$ cat src/rtl/controller_pkg.sv
// Shared definitions for the instruction-sequencing controller.
//
// Holds the FSM state encoding (also exported on the State debug port),
// the 4-bit operation codes found in Opcode[7:4], and the AluOp codes
// driven toward the datapath.  Benches import this package too, so the
// encodings only ever live in one place.
package controller_pkg;

   // Controller FSM states; the numeric values are visible on the State port
   typedef enum logic [3:0] {
      ST_IDLE   = 4'd0,
      ST_FETCH  = 4'd1,
      ST_LATCH  = 4'd2,
      ST_DECODE = 4'd3,
      ST_MEMRD  = 4'd4,
      ST_MEMWR  = 4'd5,
      ST_ACCWB  = 4'd6,
      ST_ALU    = 4'd7,
      ST_JUMP   = 4'd8,
      ST_HALT   = 4'd9,
      ST_ERROR  = 4'd10
   } state_e;

   // Operation field values (Opcode[7:4])
   localparam logic [3:0] OP_NOP   = 4'h0;
   localparam logic [3:0] OP_LOAD  = 4'h1;
   localparam logic [3:0] OP_STORE = 4'h2;
   localparam logic [3:0] OP_ADD   = 4'h3;
   localparam logic [3:0] OP_SUB   = 4'h4;
   localparam logic [3:0] OP_JMP   = 4'h5;
   localparam logic [3:0] OP_JZ    = 4'h6;
   localparam logic [3:0] OP_HLT   = 4'hF;

   // ALU operation codes
   localparam logic [1:0] ALU_PASS = 2'b00;
   localparam logic [1:0] ALU_ADD  = 2'b01;
   localparam logic [1:0] ALU_SUB  = 2'b10;

   // States in which the controller is waiting on a MemReady strobe
   function automatic logic isWaitState(input state_e s);
      return (s == ST_FETCH) || (s == ST_MEMRD) || (s == ST_MEMWR);
   endfunction

endpackage

$ cat src/rtl/controller_wait_timer.sv
// Memory wait-timeout counter.
//
// Counts cycles spent waiting on memory.  expired_o is raised in the cycle
// that would bring the count up to MAX_WAIT, so the controller can leave
// for ERROR on that same edge.  clear_i wins over enable_i.
//
// Ports:
//   clk       rising-edge clock
//   reset     synchronous active-high reset, clears the count
//   clear_i   restart the count from zero
//   enable_i  one more cycle spent waiting (no MemReady this cycle)
//   expired_o this waiting cycle is the MAX_WAIT-th one
module wait_timer #(
   parameter int MAX_WAIT = 15
) (
   input  logic clk,
   input  logic reset,
   input  logic clear_i,
   input  logic enable_i,
   output logic expired_o
);

   localparam logic [7:0] LAST_COUNT = 8'(MAX_WAIT - 1);

   logic [7:0] count_q;
   logic [7:0] count_d;

   // Next count: clearing has priority, otherwise advance while waiting
   always_comb begin
      count_d = count_q;
      if (clear_i) begin
         count_d = '0;
      end else if (enable_i) begin
         count_d = count_q + 8'd1;
      end
   end

   // Count register with synchronous reset
   always_ff @(posedge clk) begin
      if (reset) begin
         count_q <= '0;
      end else begin
         count_q <= count_d;
      end
   end

   // Expired only in a waiting cycle that completes the MAX_WAIT budget
   assign expired_o = enable_i && (count_q == LAST_COUNT);

endmodule

$ cat src/rtl/controller.sv
// Moore-style instruction sequencing controller for a simple accumulator CPU.
//
// Walks FETCH/LATCH/DECODE and then the per-instruction execute states,
// returning to FETCH (or IDLE when Run is low) at each instruction
// boundary.  Memory accesses are guarded by a wait timer; a timeout or an
// unknown operation parks the FSM in ERROR, a HLT parks it in HALT.
//
// Ports:
//   clk, reset        clock and synchronous active-high reset
//   Run               enable, looked at only at instruction boundaries
//   Opcode            IR contents, [7:4] selects the operation
//   MemReady          memory completion strobe
//   Zero              accumulator-zero flag (for JZ)
//   LoadIR, IncPC     IR load / PC increment strobes
//   LoadPC            PC load strobe for jumps
//   MemRead, MemWrite memory request levels
//   LoadAcc, AluOp    accumulator write strobe and ALU function
//   Halted, Fault     sticky status flags
//   State             current state encoding for debug
module controller
   import controller_pkg::*;
#(
   parameter int MAX_WAIT = 15
) (
   input  logic       clk,
   input  logic       reset,
   input  logic       Run,
   input  logic [7:0] Opcode,
   input  logic       MemReady,
   input  logic       Zero,
   output logic       LoadIR,
   output logic       IncPC,
   output logic       LoadPC,
   output logic       MemRead,
   output logic       MemWrite,
   output logic       LoadAcc,
   output logic [1:0] AluOp,
   output logic       Halted,
   output logic       Fault,
   output logic [3:0] State
);

   state_e     state_q;
   state_e     state_d;
   logic [1:0] aluOp_q;
   logic [1:0] aluOp_d;
   logic       halted_q;
   logic       fault_q;

   logic       timerClear;
   logic       timerEnable;
   logic       timerExpired;
   logic [3:0] operation;
   state_e     boundaryState;
   logic       unusedOpcodeBits;

   assign operation        = Opcode[7:4];
   assign unusedOpcodeBits = ^Opcode[3:0];
   assign boundaryState    = Run ? ST_FETCH : ST_IDLE;

   // Restarting the timer on every state change also covers MEMWR -> FETCH,
   // where one wait state follows another directly.
   assign timerClear  = (state_d != state_q);
   assign timerEnable = isWaitState(state_q) && !MemReady;

   wait_timer #(
      .MAX_WAIT (MAX_WAIT)
   ) u_wait_timer (
      .clk       (clk),
      .reset     (reset),
      .clear_i   (timerClear),
      .enable_i  (timerEnable),
      .expired_o (timerExpired)
   );

   // Next-state logic.  MemReady is checked before the timeout so that a
   // strobe landing on the last allowed cycle still completes the access.
   always_comb begin
      state_d = state_q;
      aluOp_d = aluOp_q;
      unique case (state_q)
         ST_IDLE: begin
            if (Run) state_d = ST_FETCH;
         end
         ST_FETCH: begin
            if (MemReady)          state_d = ST_LATCH;
            else if (timerExpired) state_d = ST_ERROR;
         end
         ST_LATCH: begin
            state_d = ST_DECODE;
         end
         ST_DECODE: begin
            case (operation)
               OP_NOP:   state_d = boundaryState;
               OP_LOAD:  state_d = ST_MEMRD;
               OP_STORE: state_d = ST_MEMWR;
               OP_ADD: begin
                  state_d = ST_ALU;
                  aluOp_d = ALU_ADD;
               end
               OP_SUB: begin
                  state_d = ST_ALU;
                  aluOp_d = ALU_SUB;
               end
               OP_JMP:   state_d = ST_JUMP;
               OP_JZ:    state_d = Zero ? ST_JUMP : boundaryState;
               OP_HLT:   state_d = ST_HALT;
               default:  state_d = ST_ERROR;
            endcase
         end
         ST_MEMRD: begin
            if (MemReady)          state_d = ST_ACCWB;
            else if (timerExpired) state_d = ST_ERROR;
         end
         ST_MEMWR: begin
            if (MemReady)          state_d = boundaryState;
            else if (timerExpired) state_d = ST_ERROR;
         end
         ST_ACCWB, ST_ALU, ST_JUMP: begin
            state_d = boundaryState;
         end
         ST_HALT:  state_d = ST_HALT;
         ST_ERROR: state_d = ST_ERROR;
         default:  state_d = ST_ERROR;
      endcase
   end

   // State, latched ALU function and sticky flags.  The flags are set on the
   // edge that enters HALT/ERROR so they are visible alongside that state.
   always_ff @(posedge clk) begin
      if (reset) begin
         state_q  <= ST_IDLE;
         aluOp_q  <= ALU_PASS;
         halted_q <= 1'b0;
         fault_q  <= 1'b0;
      end else begin
         state_q  <= state_d;
         aluOp_q  <= aluOp_d;
         halted_q <= halted_q || (state_d == ST_HALT);
         fault_q  <= fault_q || (state_d == ST_ERROR);
      end
   end

   // Output decode from the registered state only
   always_comb begin
      LoadIR   = 1'b0;
      IncPC    = 1'b0;
      LoadPC   = 1'b0;
      MemRead  = 1'b0;
      MemWrite = 1'b0;
      LoadAcc  = 1'b0;
      AluOp    = ALU_PASS;
      case (state_q)
         ST_FETCH: MemRead = 1'b1;
         ST_LATCH: begin
            LoadIR = 1'b1;
            IncPC  = 1'b1;
         end
         ST_MEMRD: MemRead  = 1'b1;
         ST_MEMWR: MemWrite = 1'b1;
         ST_ACCWB: LoadAcc  = 1'b1;
         ST_ALU: begin
            LoadAcc = 1'b1;
            AluOp   = aluOp_q;
         end
         ST_JUMP:  LoadPC = 1'b1;
         default: ;
      endcase
   end

   assign Halted = halted_q;
   assign Fault  = fault_q;
   assign State  = state_q;

endmodule

$ cat config.mk
export PLATFORM = sky130hd
export DESIGN_NAME = controller
export DESIGN_NICKNAME = d
export VERILOG_FILES = /design/src/rtl/controller_pkg.sv /design/src/rtl/controller_wait_timer.sv /design/src/rtl/controller.sv
export SDC_FILE = /design/constraint.sdc
export NUM_CORES = 1
export LEC_CHECK = 0
export ABC_AREA = 1
export BUFFER_PORTS_ARGS = -buffer_cell sky130_fd_sc_hd__clkbuf_2
export CAP_MARGIN = 20
export CORE_ASPECT_RATIO = 0.75
export CORE_MARGIN = 2
export CORE_UTILIZATION = 37
export DETAILED_ROUTE_END_ITERATION = 8
export PLACE_DENSITY = 0.63
export RECOVER_POWER = 50
export SLEW_MARGIN = 10
export SYNTH_ARGS = -nofsm -noshare
export SYNTH_HDL_FRONTEND = slang
export SYNTH_SLANG_ARGS = --single-unit
$ cat constraint.sdc
create_clock -name clk -period 1.7 [get_ports clk]
set_input_delay 0.34 -clock clk [delete_from_list [all_inputs] [get_ports clk]]
set_output_delay 0.34 -clock clk [all_outputs]
set_load 0.01 [all_outputs]
==> impl_metrics.json <==
{
  "p_sw_uw": 527,
  "crit_required_ns": 1.36,
  "vdd_ir_drop_max_mv": 0.531,
  "async_reset_ff_share_pct": 0,
  "rsz0062_at_grt": "true",
  "die-area_um2": 4050,
  "synthFlopType": "dfxtp_1",
  "grt_util_all_layers_pct": 16.2,
  "tightest_slew_ns": 0.324,
  "antenna_found_initial": 0,
  "ioPinCount": 27,
  "area_growth_pct": 41.3,
  "leakagePower_nw": 0.931,
  "status": "completed",
  "path_class": "reg2out",
  "n_antenna_cell": 0,
  "globalplace.congestion": 0.927,
  "grt_pass1_vias": 1197,
  "reg2reg_slack_ns": 0.05,
  "grt_overflow": 0,
  "clkTransAtPathRegs_ns": 0.06,
  "syn_inst": 205,
  "htreeDepth": 1,
  "worst-path-max-fanout": 5,
  "drive_above_1_share_pct": 47.0,
  "p_seq_share_pct": 30.1,
  "ys_types": 28,
  "dr.pass1.iters": 4,
  "min_period_ns": 1.68,
  "ys_warn_count": 0,
  "hpwl_um": 2450,
  "insertion_delay_ns": 0.25,
  "die_h_um": 55.6,
  "final_nets": 269,
  "wl_per_cell_um": 10.6,
  "setup_tns_ns": 0,
  "antenna_left": 0,
  "fin_hold_ws_ns": 0.369,
  "max_slew_margin_pct": 78.4,
  "ys_seq_area_share_pct": 24.4,
  "root_buffer": "clkbuf_8",
  "worstHoldPathType": "in2reg",
  "fmax_mhz": 594,
  "drv_cap": 0,
  "skew_ns": 0.00120,
  "synth_enable_flop_cells": 0,
  "drc": 0,
  "wl_um": 3120,
  "endpoint_kind": "output port",
  "fin_crit_sh_pct": 99.1,
  "numCtsBuffers": 3,
  "syn_area_um2": 1310,
  "drv_slew": 0,
  "powerDensity_nw_per_um2": 731,
  "initial_utilization_pct": 39.4,
  "internal_power_uw": 830,
  "p_total_mw": 1.36,
  "drt_iter0_markers": 75,
  "port_buffers": 22,
  "routed-via-count": 1367,
  "power_frac_clock_pct": 24.8,
  "syn_nets": 220,
  "clockBufferDepth": 2,
  "cp-start-kind": "register",
  "arrival_ns": 1.34,
  "numClockSinks": 16,
  "synth_area_per_cell_um2": 6.41,
  "avgViaCountPerCell": 4.67,
  "std_cell_rows": 18,
  "core_area_um2": 3330,
  "grt_max_degree": 10,
  "grt_first_pass_wirelength_um": 5290,
  "hold_viol": 0,
  "cts_tree": "done",
  "swShare_pct": 38.8,
  "comb_power_share_pct": 45.1,
  "setup_viol": 0,
  "die_x_um": 72.8,
  "ys_ff_latch": 16
}
-- repair_timing --
action	4_1_cts	5_1_grt
resized for setup	10	40
endpoints found under the setup margin	8	16
hold endpoints to repair	0	0
hold buffers	0	0
buffers inserted	3	3
pin swaps	2	25
-- sequential cells by signal, indices dropped and copies added (netlist names) --
register and cells:
Fault 1, Halted 1, State 4, aluOp_q 2, u_wait_timer.count_q 8
-- stage by stage --
| step | util, % | setup slack (ns) | cells | cell area (um2) |
|---|---|---|---|---|
| 2_1_floorplan | - | 0.122 | 205 | 1310 |
| 3_3_place_gp | 48.2 | -0.0280 | 283 | 1610 |
| 3_5_place_dp | 48.2 | -0.0293 | 283 | 1610 |
| 4_1_cts | 51.2 | 0.00794 | 290 | 1710 |
| 5_1_grt | 55.7 | -0.0542 | 293 | 1860 |
| 6_report | 55.7 | 0.0155 | 293 | 1860 |
-- final timing paths --
kind                            cells past startpoint                start                              endpoint
worst max-delay path                                8  State[3]$_SDFF_PP0_                               MemRead
worst min-delay path                                2                reset                   State[1]$_SDFF_PP0_
worst max register to register                     10  State[3]$_SDFF_PP0_  u_wait_timer.count_q[0]$_SDFFE_PP0P_
worst min register to register                      2     Fault$_SDFF_PP0_                      Fault$_SDFF_PP0_
-- cells by family after synthesis --
| group | share of synthesized area [%] |
|---|---|
| flops | 24.4 |
| fa+ha+maj | 1.90 |
| compound gates | 5.24 |
| simple gates | 52.0 |
| xor+xnor | 4.00 |
| buf+inv | 12.5 |
-- cell type report --
class	instances	area [um2]
multi-input cells	148	956
inverters	39	149
well taps	40	50.0
fillers	322	1480
repair buffers	46	318
clock buffers	4	55.1
flip-flops and latches	16	329
-- synthesized netlist by cell type (2+ instances only) --
master	number	area, um2
inv_1	33	124
nand2_1	51	191
buf_4	2	15.0
nor3_2	9	90.1
ha_1	2	25.0
nand3_1	9	45.0
dfxtp_1	16	320
nor3_1	2	10.0
nand2_2	7	43.8
a21oi_1	7	35.0
nand3_2	2	20.0
nor2_4	3	33.8
or2_2	2	12.5
nor2_1	30	113
nor2_2	4	25.0
nand3_4	2	35.0
nand4_1	2	12.5
inv_2	5	18.8
xor2_1	5	43.8
nand2_4	4	45.0
-- power groups by stage --
stage	Combinational (mW)	Sequential [mW]	Clock, mW
after floorplan	0.327	0.418	0
after global placement	0.480	0.411	0
after detailed placement	0.485	0.411	0
after CTS	0.500	0.404	0.344
after global routing	0.669	0.411	0.365
final	0.611	0.409	0.337
-- per-layer routing --
layer	GRT usage (%)	wire length [um]	vias to the layer above	share of wire, %
li1	-	-	725	-
met1	26.5	1560	602	50
met2	21.9	1350	38	43
met3	2.72	207	2	6.6
met4	2.38	8	0	0.26
met5	0	0	-	0
-- cells in the final DEF (no fill, tap or decap), types with 2 or more instances in the layout --
master,Yosys,routed
a21oi_1,7,6
buf_4,2,20
buf_6,0,4
clkbuf_1,0,2
clkbuf_2,0,18
clkbuf_8,0,4
dfxtp_1,16,11
dfxtp_2,0,4
inv_1,33,28
inv_2,5,10
nand2_1,51,43
nand2_2,7,12
nand2_4,4,6
nand3_1,9,7
nand3_2,2,3
nand3_4,2,3
nand4_1,2,2
nor2_1,30,22
nor2_2,4,8
nor2_4,3,7
nor3_2,9,9
o21ai_1,1,2
or2_2,2,2
xor2_1,5,5
-- critical path: stages, from the launching register on --
cell	delay, ns
dfxtp_4	0.37
buf_6	0.12
nor2_4	0.13
inv_2	0.06
nor2_4	0.12
nor2_4	0.06
buf_6	0.11
inv_2	0.04
buf_6	0.09
Note: power is estimated with default switching activity, not from simulation.
